File: src/rtl/id_ex_stage_if.sv
// ID/EX stage bus: decoded ID fields, forwarding sources from EX/MEM and MEM/WB,
// and the registered/forwarded EX-side outputs. The pipeline driver is master.
interface id_ex_stage_if #(
  parameter int XLEN = 32,
  parameter int REGW = 5
);
  logic            id_valid;
  logic [XLEN-1:0] id_pc;
  logic [REGW-1:0] id_rs1;
  logic [REGW-1:0] id_rs2;
  logic            id_use_rs1;
  logic            id_use_rs2;
  logic [REGW-1:0] id_rd;
  logic [XLEN-1:0] id_rdata1;
  logic [XLEN-1:0] id_rdata2;
  logic [XLEN-1:0] id_imm;
  logic            id_alusrc;
  logic [3:0]      id_aluctl;
  logic            id_memread;
  logic            id_memwrite;
  logic            id_regwrite;
  logic            id_memtoreg;
  logic            id_branch;
  logic            flush;

  logic            exmem_regwrite;
  logic [REGW-1:0] exmem_rd;
  logic [XLEN-1:0] exmem_aluout;
  logic            memwb_regwrite;
  logic [REGW-1:0] memwb_rd;
  logic [XLEN-1:0] memwb_wdata;

  logic            stall;
  logic            ex_valid;
  logic [XLEN-1:0] ex_pc;
  logic [XLEN-1:0] ex_imm;
  logic [REGW-1:0] ex_rd;
  logic [XLEN-1:0] ex_a;
  logic [XLEN-1:0] ex_b;
  logic [XLEN-1:0] ex_store_data;
  logic [3:0]      ex_aluctl;
  logic            ex_memread;
  logic            ex_memwrite;
  logic            ex_regwrite;
  logic            ex_memtoreg;
  logic            ex_branch;

  modport master (
    output id_valid, id_pc, id_rs1, id_rs2, id_use_rs1, id_use_rs2, id_rd,
           id_rdata1, id_rdata2, id_imm, id_alusrc, id_aluctl, id_memread,
           id_memwrite, id_regwrite, id_memtoreg, id_branch, flush,
           exmem_regwrite, exmem_rd, exmem_aluout,
           memwb_regwrite, memwb_rd, memwb_wdata,
    input  stall, ex_valid, ex_pc, ex_imm, ex_rd, ex_a, ex_b, ex_store_data,
           ex_aluctl, ex_memread, ex_memwrite, ex_regwrite, ex_memtoreg, ex_branch
  );

  modport slave (
    input  id_valid, id_pc, id_rs1, id_rs2, id_use_rs1, id_use_rs2, id_rd,
           id_rdata1, id_rdata2, id_imm, id_alusrc, id_aluctl, id_memread,
           id_memwrite, id_regwrite, id_memtoreg, id_branch, flush,
           exmem_regwrite, exmem_rd, exmem_aluout,
           memwb_regwrite, memwb_rd, memwb_wdata,
    output stall, ex_valid, ex_pc, ex_imm, ex_rd, ex_a, ex_b, ex_store_data,
           ex_aluctl, ex_memread, ex_memwrite, ex_regwrite, ex_memtoreg, ex_branch
  );
endinterface

File: src/rtl/id_ex_stage.sv
// ID/EX register with EX-side operand forwarding and load-use hazard detection.
// Latency: 1 cycle ID->EX; ALU operands are combinational from the register and forwards.
// Backpressure: combinational stall freezes PC/IF-ID and inserts a bubble; flush also bubbles.
module id_ex_stage #(
  parameter int XLEN = 32,
  parameter int REGW = 5
) (
  input logic         clock,
  input logic         reset,
  id_ex_stage_if.slave bus
);

  typedef struct packed {
    logic       memread;
    logic       memwrite;
    logic       regwrite;
    logic       memtoreg;
    logic       branch;
    logic       alusrc;
    logic [3:0] aluctl;
  } ctl_t;

  typedef struct packed {
    logic [XLEN-1:0] pc;
    logic [XLEN-1:0] imm;
    logic [XLEN-1:0] rdata1;
    logic [XLEN-1:0] rdata2;
    logic [REGW-1:0] rs1;
    logic [REGW-1:0] rs2;
    logic [REGW-1:0] rd;
  } dat_t;

  logic            valid_q;
  ctl_t            ctl_q;
  ctl_t            ctl_d;
  dat_t            dat_q;
  dat_t            dat_d;
  logic            stall_c;
  logic [XLEN-1:0] fwd_rs1;
  logic [XLEN-1:0] fwd_rs2;

  // Writer hit on a source register; x0 is hardwired and never matches.
  function automatic logic hit(input logic we, input logic [REGW-1:0] wr_rd,
                               input logic [REGW-1:0] rs);
    return we && (wr_rd != '0) && (wr_rd == rs);
  endfunction

  always_comb begin
    stall_c = valid_q && ctl_q.memread && (dat_q.rd != '0) && bus.id_valid &&
              ((bus.id_use_rs1 && (bus.id_rs1 == dat_q.rd)) ||
               (bus.id_use_rs2 && (bus.id_rs2 == dat_q.rd)));
  end

  // The register file has no write-through, so a same-cycle WB write is picked up here.
  always_comb begin
    ctl_d          = '0;
    ctl_d.memread  = bus.id_memread;
    ctl_d.memwrite = bus.id_memwrite;
    ctl_d.regwrite = bus.id_regwrite;
    ctl_d.memtoreg = bus.id_memtoreg;
    ctl_d.branch   = bus.id_branch;
    ctl_d.alusrc   = bus.id_alusrc;
    ctl_d.aluctl   = bus.id_aluctl;

    dat_d        = '0;
    dat_d.pc     = bus.id_pc;
    dat_d.imm    = bus.id_imm;
    dat_d.rs1    = bus.id_rs1;
    dat_d.rs2    = bus.id_rs2;
    dat_d.rd     = bus.id_rd;
    dat_d.rdata1 = hit(bus.memwb_regwrite, bus.memwb_rd, bus.id_rs1) ?
                   bus.memwb_wdata : bus.id_rdata1;
    dat_d.rdata2 = hit(bus.memwb_regwrite, bus.memwb_rd, bus.id_rs2) ?
                   bus.memwb_wdata : bus.id_rdata2;
  end

  always_ff @(posedge clock) begin
    if (reset) begin
      valid_q <= 1'b0;
      ctl_q   <= '0;
      dat_q   <= '0;
    end else if (bus.flush || stall_c) begin
      valid_q        <= 1'b0;
      ctl_q.memread  <= 1'b0;
      ctl_q.memwrite <= 1'b0;
      ctl_q.regwrite <= 1'b0;
      ctl_q.branch   <= 1'b0;
    end else begin
      valid_q <= bus.id_valid;
      ctl_q   <= ctl_d;
      dat_q   <= dat_d;
    end
  end

  // The youngest producer (EX/MEM) wins over MEM/WB.
  always_comb begin
    fwd_rs1 = dat_q.rdata1;
    if (hit(bus.exmem_regwrite, bus.exmem_rd, dat_q.rs1)) begin
      fwd_rs1 = bus.exmem_aluout;
    end else if (hit(bus.memwb_regwrite, bus.memwb_rd, dat_q.rs1)) begin
      fwd_rs1 = bus.memwb_wdata;
    end

    fwd_rs2 = dat_q.rdata2;
    if (hit(bus.exmem_regwrite, bus.exmem_rd, dat_q.rs2)) begin
      fwd_rs2 = bus.exmem_aluout;
    end else if (hit(bus.memwb_regwrite, bus.memwb_rd, dat_q.rs2)) begin
      fwd_rs2 = bus.memwb_wdata;
    end
  end

  assign bus.stall         = stall_c;
  assign bus.ex_valid      = valid_q;
  assign bus.ex_pc         = dat_q.pc;
  assign bus.ex_imm        = dat_q.imm;
  assign bus.ex_rd         = dat_q.rd;
  assign bus.ex_a          = fwd_rs1;
  assign bus.ex_b          = ctl_q.alusrc ? dat_q.imm : fwd_rs2;
  assign bus.ex_store_data = fwd_rs2;
  assign bus.ex_aluctl     = ctl_q.aluctl;
  assign bus.ex_memread    = ctl_q.memread;
  assign bus.ex_memwrite   = ctl_q.memwrite;
  assign bus.ex_regwrite   = ctl_q.regwrite;
  assign bus.ex_memtoreg   = ctl_q.memtoreg;
  assign bus.ex_branch     = ctl_q.branch;

endmodule

File: src/flat_wrapper.sv
// flat-port wrapper written by rule: the top's interface ports become plain ports
module id_ex_stage_flat 
#(
  parameter int XLEN = 32,
  parameter int REGW = 5
)
  (clock, reset, bus_id_valid, bus_id_pc, bus_id_rs1, bus_id_rs2, bus_id_use_rs1, bus_id_use_rs2, bus_id_rd, bus_id_rdata1, bus_id_rdata2, bus_id_imm, bus_id_alusrc, bus_id_aluctl, bus_id_memread, bus_id_memwrite, bus_id_regwrite, bus_id_memtoreg, bus_id_branch, bus_flush, bus_exmem_regwrite, bus_exmem_rd, bus_exmem_aluout, bus_memwb_regwrite, bus_memwb_rd, bus_memwb_wdata, bus_stall, bus_ex_valid, bus_ex_pc, bus_ex_imm, bus_ex_rd, bus_ex_a, bus_ex_b, bus_ex_store_data, bus_ex_aluctl, bus_ex_memread, bus_ex_memwrite, bus_ex_regwrite, bus_ex_memtoreg, bus_ex_branch);
  id_ex_stage_if #(.XLEN(XLEN), .REGW(REGW)) bus_i ();
  input logic clock;
  input logic reset;
  input wire logic [$bits(bus_i.id_valid)-1:0] bus_id_valid;
  input wire logic [$bits(bus_i.id_pc)-1:0] bus_id_pc;
  input wire logic [$bits(bus_i.id_rs1)-1:0] bus_id_rs1;
  input wire logic [$bits(bus_i.id_rs2)-1:0] bus_id_rs2;
  input wire logic [$bits(bus_i.id_use_rs1)-1:0] bus_id_use_rs1;
  input wire logic [$bits(bus_i.id_use_rs2)-1:0] bus_id_use_rs2;
  input wire logic [$bits(bus_i.id_rd)-1:0] bus_id_rd;
  input wire logic [$bits(bus_i.id_rdata1)-1:0] bus_id_rdata1;
  input wire logic [$bits(bus_i.id_rdata2)-1:0] bus_id_rdata2;
  input wire logic [$bits(bus_i.id_imm)-1:0] bus_id_imm;
  input wire logic [$bits(bus_i.id_alusrc)-1:0] bus_id_alusrc;
  input wire logic [$bits(bus_i.id_aluctl)-1:0] bus_id_aluctl;
  input wire logic [$bits(bus_i.id_memread)-1:0] bus_id_memread;
  input wire logic [$bits(bus_i.id_memwrite)-1:0] bus_id_memwrite;
  input wire logic [$bits(bus_i.id_regwrite)-1:0] bus_id_regwrite;
  input wire logic [$bits(bus_i.id_memtoreg)-1:0] bus_id_memtoreg;
  input wire logic [$bits(bus_i.id_branch)-1:0] bus_id_branch;
  input wire logic [$bits(bus_i.flush)-1:0] bus_flush;
  input wire logic [$bits(bus_i.exmem_regwrite)-1:0] bus_exmem_regwrite;
  input wire logic [$bits(bus_i.exmem_rd)-1:0] bus_exmem_rd;
  input wire logic [$bits(bus_i.exmem_aluout)-1:0] bus_exmem_aluout;
  input wire logic [$bits(bus_i.memwb_regwrite)-1:0] bus_memwb_regwrite;
  input wire logic [$bits(bus_i.memwb_rd)-1:0] bus_memwb_rd;
  input wire logic [$bits(bus_i.memwb_wdata)-1:0] bus_memwb_wdata;
  output wire logic [$bits(bus_i.stall)-1:0] bus_stall;
  output wire logic [$bits(bus_i.ex_valid)-1:0] bus_ex_valid;
  output wire logic [$bits(bus_i.ex_pc)-1:0] bus_ex_pc;
  output wire logic [$bits(bus_i.ex_imm)-1:0] bus_ex_imm;
  output wire logic [$bits(bus_i.ex_rd)-1:0] bus_ex_rd;
  output wire logic [$bits(bus_i.ex_a)-1:0] bus_ex_a;
  output wire logic [$bits(bus_i.ex_b)-1:0] bus_ex_b;
  output wire logic [$bits(bus_i.ex_store_data)-1:0] bus_ex_store_data;
  output wire logic [$bits(bus_i.ex_aluctl)-1:0] bus_ex_aluctl;
  output wire logic [$bits(bus_i.ex_memread)-1:0] bus_ex_memread;
  output wire logic [$bits(bus_i.ex_memwrite)-1:0] bus_ex_memwrite;
  output wire logic [$bits(bus_i.ex_regwrite)-1:0] bus_ex_regwrite;
  output wire logic [$bits(bus_i.ex_memtoreg)-1:0] bus_ex_memtoreg;
  output wire logic [$bits(bus_i.ex_branch)-1:0] bus_ex_branch;
  assign bus_i.id_valid = bus_id_valid;
  assign bus_i.id_pc = bus_id_pc;
  assign bus_i.id_rs1 = bus_id_rs1;
  assign bus_i.id_rs2 = bus_id_rs2;
  assign bus_i.id_use_rs1 = bus_id_use_rs1;
  assign bus_i.id_use_rs2 = bus_id_use_rs2;
  assign bus_i.id_rd = bus_id_rd;
  assign bus_i.id_rdata1 = bus_id_rdata1;
  assign bus_i.id_rdata2 = bus_id_rdata2;
  assign bus_i.id_imm = bus_id_imm;
  assign bus_i.id_alusrc = bus_id_alusrc;
  assign bus_i.id_aluctl = bus_id_aluctl;
  assign bus_i.id_memread = bus_id_memread;
  assign bus_i.id_memwrite = bus_id_memwrite;
  assign bus_i.id_regwrite = bus_id_regwrite;
  assign bus_i.id_memtoreg = bus_id_memtoreg;
  assign bus_i.id_branch = bus_id_branch;
  assign bus_i.flush = bus_flush;
  assign bus_i.exmem_regwrite = bus_exmem_regwrite;
  assign bus_i.exmem_rd = bus_exmem_rd;
  assign bus_i.exmem_aluout = bus_exmem_aluout;
  assign bus_i.memwb_regwrite = bus_memwb_regwrite;
  assign bus_i.memwb_rd = bus_memwb_rd;
  assign bus_i.memwb_wdata = bus_memwb_wdata;
  assign bus_stall = bus_i.stall;
  assign bus_ex_valid = bus_i.ex_valid;
  assign bus_ex_pc = bus_i.ex_pc;
  assign bus_ex_imm = bus_i.ex_imm;
  assign bus_ex_rd = bus_i.ex_rd;
  assign bus_ex_a = bus_i.ex_a;
  assign bus_ex_b = bus_i.ex_b;
  assign bus_ex_store_data = bus_i.ex_store_data;
  assign bus_ex_aluctl = bus_i.ex_aluctl;
  assign bus_ex_memread = bus_i.ex_memread;
  assign bus_ex_memwrite = bus_i.ex_memwrite;
  assign bus_ex_regwrite = bus_i.ex_regwrite;
  assign bus_ex_memtoreg = bus_i.ex_memtoreg;
  assign bus_ex_branch = bus_i.ex_branch;
  id_ex_stage #(.XLEN(XLEN), .REGW(REGW)) u_core (.clock(clock), .reset(reset), .bus(bus_i));
endmodule
File: config.mk
export PLATFORM = sky130hd
export DESIGN_NAME = id_ex_stage_flat
export DESIGN_NICKNAME = d
export VERILOG_FILES = /design/src/rtl/id_ex_stage_if.sv /design/src/rtl/id_ex_stage.sv /design/src/flat_wrapper.sv
export SDC_FILE = /design/constraint.sdc
export NUM_CORES = 1
export LEC_CHECK = 0
export ABC_AREA = 1
export BUFFER_PORTS_ARGS = -buffer_cell sky130_fd_sc_hd__buf_2
export CORE_AREA = 2 2 158 160
export DETAILED_ROUTE_END_ITERATION = 12
export DIE_AREA = 0 0 160 162
export GPL_TIMING_DRIVEN = 1
export PLACE_DENSITY = 0.79
export SKIP_CTS_REPAIR_TIMING = 1
export SLEW_MARGIN = 40
export SYNTH_ARGS = -nofsm -noshare
export SYNTH_HDL_FRONTEND = slang
export SYNTH_SLANG_ARGS = --single-unit
File: constraint.sdc
create_clock -name clock -period 1.57 [get_ports clock]
set_input_delay 0.2355 -clock clock [delete_from_list [all_inputs] [get_ports clock]]
set_output_delay 0.2355 -clock clock [all_outputs]
set_load 0.01 [all_outputs]
Word level (Yosys, flattened, before mapping)
Cells that the tools add are included.
Widths: inputs -> output; s select.

cells by class
  equal/unequal tests = 8
  mux-type cells = 7
  reduce and logical (&&, ||, !) cells = 20

operators by type and width
  operator           count
  $mux 32            7
  $eq 5x5->1         8
  $reduce_bool 5->1  3
  $logic_and 1x1->1  14
  $logic_or 1x1->1   2
  $reduce_or 2->1    1

storage, ports and cells
  input port bits = 235
  register bits = 154
  output and inout bits = 176
  logic and storage cells = 50

Longest topological paths before layout
  word-level depth = 6
  mapped depth = 13
  mapped depth without buffers = 11

Worst setup path after synthesis
OpenSTA, ideal clock, no wires.

  path type = reg-to-output
  start = register u_core.dat_q[7] (netlist name)
  end = output port bus_ex_store_data[11]
  setup slack = -0.097 ns
  required time = 1.334 ns
  stages on the path, launching flop included = 8
  arrival time = 1.431 ns
  path buffers = 1
  path through = dfxtp_1 -> xor2_1 -> nor2_1 -> nand2_1 -> nor2_1 -> clkbuf_1 -> nand3b_1 -> and2_1

on the way
  cells in the longest elaborated chain, start to end = 4
  elaborated cells between the ends (all ways) = 6
  classes of those cells = eq/ne (2); mux (2); reduce/logical (2)

ends and longest elaborated chain
  what                    RTL line            source
  from (decl)             id_ex_stage.sv:36   dat_t dat_q;
  from (signal assigned)  id_ex_stage.sv:91   dat_q <= dat_d;
  $eq 5x5->1              id_ex_stage.sv:45   return we && (wr_rd != '0) && (wr_rd == rs);
  $logic_and 1x1->1       id_ex_stage.sv:45
  $mux 32                 id_ex_stage.sv:107  end else if (hit(bus.memwb_regwrite, bus.memwb_rd, dat_q.rs2)) begin
  $mux 32 (*)             id_ex_stage.sv:105  if (hit(bus.exmem_regwrite, bus.exmem_rd, dat_q.rs2)) begin
  to (decl)               flat_wrapper.sv:42  output wire logic [$bits(bus_i.ex_store_data)-1:0] bus_ex_store_data;

Every way passes the cells marked *; elsewhere a longest branch is shown, timed or not.

Worst setup path after layout
  start = register u_core.dat_q[11] (netlist name)
  end = output port bus_ex_a[7]

on the way
  cells in the longest elaborated chain, start to end = 4
  elaborated cells between the ends (all ways) = 6
  classes of those cells = eq/ne (2); mux (2); reduce/logical (2)

ends and longest elaborated chain
  what               RTL line            source
  $eq 5x5->1         id_ex_stage.sv:45
  $logic_and 1x1->1  id_ex_stage.sv:45
  $mux 32            id_ex_stage.sv:100  end else if (hit(bus.memwb_regwrite, bus.memwb_rd, dat_q.rs1)) begin
  $mux 32 (*)        id_ex_stage.sv:98   if (hit(bus.exmem_regwrite, bus.exmem_rd, dat_q.rs1)) begin
  to (decl)          flat_wrapper.sv:40  output wire logic [$bits(bus_i.ex_a)-1:0] bus_ex_a;

Marked as above.

==> metrics.sh <==
R2R_SETUP_SLK_NS=-0.27
FLOORPLAN.INITIALDENSITY_PCT=42.2
IO_BUFFERS=410
GRT_SETUP_UNREPAIRED='yes'
GROUTE.LAYER.MET2.USAGE_PCT=49.9
DIE_WIDTH_UM=160
DESIGN.PORTCOUNT=411
CLOCK_TREE.HTREE_LEVEL_COUNT=4
VDD_IR_DROP_MAX_mV=0.665
GRT_FIRST_PASS_WIRELENGTH_UM=61600
DRT_WL_TOTAL_UM=47600
SYN_AREA_PER_CELL_UM2=6.06
FP.COREAREA_UM2=24100
SYNTH_TOP_CELLS_BY_COUNT='nand2_1 (577), nand3_1 (285), dfxtp_1 (154)'
GRT_ANTENNA_BEFORE_REPAIR=2
CRIT_PATH_START_KIND='flip-flop'
SYNTH-SEQ-AREA-SHARE_PCT=30.3
PLACE.DETAILED.INSTANCES=2303
LARGEST_FANOUT_ON_THE_CRITICAL_PATH=6
HOLD_EP='u_core.bus.ex_memread'
INSERTION_DELAY_NS=0.44
GRT_OVERFLOW_TOTAL=0
PLACE_CONGESTION=0.988
CRITICALPATHCATEGORY='reg2out'
RELSLEWSLACK_PCT=66.3
YOSYS.AREA.TOP_TYPE='dfxtp_1'
ROWS=57
R2R-END='u_core.dat_q[46]'
FMAXACHIEVABLE_MHz=425
DRV_SLEW=0
HOLD-PATH-CELL-COUNT=3
TIMING.FINAL.WS_SETUP_NS=-0.782
GLOBAL_ROUTE_TRACK_USAGE_ON_MET1_PCT=38.5
MIN_PATH_TYPE='in2reg'
TIMING_WORST_SLEW_PIN_VALUE_NS=0.506
POWER_PER_CELL_AREA_nW_PER_UM2=768
FP.DIEH_UM=162
CLOCK_TREE.ROOT_CELL='clkbuf_16'
P_LEAK_nW=8.44
ROUTE.DETAILED.WL_PER_INST_UM=19.8
DRTITER0DRC=1449
SYN-CELL-AREA_UM2=10200
YOSYSTOPAREACELLSHARE_PCT=30.3
TIMING.RR.START='u_core.bus.ex_rd[2]'
POST-DP-HPWL_UM=30300
SYN-INSTANCE-COUNT=1680
TOP_USAGE_LAYER='met2'
SYNTH.MOST_COMMON_CELL='nand2_1'
NNETSFINAL=2299
YS_DOMINANT_REG_CELL='dfxtp_1'
FINAL-SETUP-VIOL-COUNT=251
FIRST_GLOBAL_VIAS=11300
HOLD_VIOLATION_TOTAL_FROM_THE_FINAL_REPORT=0
CLOCK-SINKS=154
CLOCK_TREE.BUFFER_DEPTH=2
FIN_SETUP_TNS_NS=-96.26
ANT_NETS=0
TRITONCTS.NUM_BUFFERS=17
LARGEST_NET_DEGREE_AT_THE_START_OF_GLOBAL_ROUTING=86
DRT_PASS1_ITERATIONS=6
POST_LAYOUT_NONFILLER_INSTANCES=2404
CRITICAL_PATH_REQUIRED_NS=1.33
CLK_PIN_SLEW_WORST_PATHS_NS=0.08
ROUTE.DETAILED.DRC=0
POSTSYNTH.ASYNCRESETSHARE_PCT=0
POST_ROUTE_CELLS_DRIVE_ABOVE_1_SHARE_PCT=42.8
VIAS=13200
SYNTHTOLAYOUTAREAGROWTH_PCT=56.5
RUN_STATUS='finished with violations'
SYNTH.TOP_CELLS.BY_AREA='dfxtp_1 (30%), nand2_1 (21%), nand3_1 (14%)'
DRV_CAP=0
TRITONCTS='yes'
POST_SYNTH_NUM_CELL_TYPES=26
FAILED_CHECKS='negative setup slack'
EDFF_COUNT_SYNTH=0
ARRIVAL_NS=2.12
FIN_CRIT_SH_PCT=150
R2R_CELLS=13
YOSYS_WARNINGS=0
FINAL_WORST_CLOCK_SKEW_NS=0.0201
DIE_AREA_UM2=25900
MAPPEDNETLISTNETS=1915
GRT_USE_MET3_PCT=6.28
CRITPATHCAPTURETYPE='output pin'
MIN_PERIOD_NS=2.35
GR-USAGE-ALL-LAYERS_PCT=29.9
VIAS_PER_CELL=5.50
SYNTH-SEQ-CELLS=154
HOLD_PATH_STARTPOINT='bus_id_memread'
report_power, final:
group	internal (mW)	switching [mW]	leakage [nW]
registers	4.15	0.201	1.28
logic	1.56	1.95	6.87
clock network	2.42	1.96	0.291
total	8.12	4.12	8.44
state kept, by name (all words and copies together) (netlist names), 4 cells and up:
register,flops
u_core.bus.ex_imm,32
u_core.dat_q,74
u_core.bus.ex_aluctl,4
u_core.bus.ex_rd,5
u_core.bus.ex_pc,32
critical path, cell delays in order (launching register included):
cell and delay (ns):
dfxtp_4 0.36, xnor2_2 0.15, nand2_2 0.10, nor3_4 0.28
buf_6 0.24, clkbuf_16 0.18, nand3b_1 0.08, nand3_1 0.08
nand2_1 0.07, buf_2 0.14
metal layers:
metal	vias to the layer above	wire length (um)
met5	-	0
met3	175	4980
met4	0	2150
met2	941	22600
li1	6035	-
met1	6072	17900
worst max-delay path by stage:
stage               cells after the start              from               endpoint  slack (ns)
detailed placement                     12   bus_memwb_rd[4]           bus_ex_b[18]       -0.36
floorplan                               9   bus_memwb_rd[0]           bus_ex_a[10]      -0.009
CTS                                     9  u_core.dat_q[10]           bus_ex_a[31]       -0.82
global route                            9   u_core.dat_q[8]  bus_ex_store_data[12]       -0.88
global placement                       10   bus_memwb_rd[1]           bus_ex_a[31]       -0.38
finish                                  9  u_core.dat_q[11]            bus_ex_a[7]       -0.78
metrics by stage:
stage	utilization, %	total power [mW]	setup slack (ns)	cell area [um2]	hold slack, ns
finish	66.1	12.2	-0.782	15900	0.0137
CTS	54.4	11.4	-0.821	13100	-0.000984
global route	66.1	12.7	-0.877	15900	0.00661
detailed placement	51.9	7.07	-0.363	12500	0.450
floorplan	-	5.92	-0.00870	10200	0.348
global placement	51.9	7.04	-0.376	12500	0.444
layout make-up:
type	instances	area, um2
fillers	2097	8180
flip-flops and latches	154	3110
multi-input cells	1240	6950
clock buffers	18	429
repair buffers	555	4480
diodes	3	7.51
clock inverters	14	178
inverters	96	369
well taps	324	405
placed cells by master, fill, tap and decap left out, drive strengths merged:
master / Yosys / routed
nor2: 156 / 156
diode: 0 / 3
inv: 95 / 101
clkinv: 1 / 5
dfxtp: 154 / 154
nand3: 285 / 285
nand4: 2 / 2
o21ai: 2 / 2
nand2: 581 / 584
a21oi: 85 / 85
bufinv: 0 / 2
and2: 32 / 32
buf: 140 / 525
nor3: 2 / 2
clkbuf: 53 / 48
xor2: 14 / 14
clkinvlp: 0 / 2
nand3b: 65 / 65
xnor2: 13 / 13
logic make-up after synthesis:
group	after synthesis	synth area share (%)
buffers and inverters	289	14.5
flip-flops	154	30.3
AO/OA/AOI/OAI	87	4.28
AND/OR/NAND/NOR	1123	48.6
XOR/XNOR	27	2.32
Note: power is estimated with default switching activity, not from simulation.
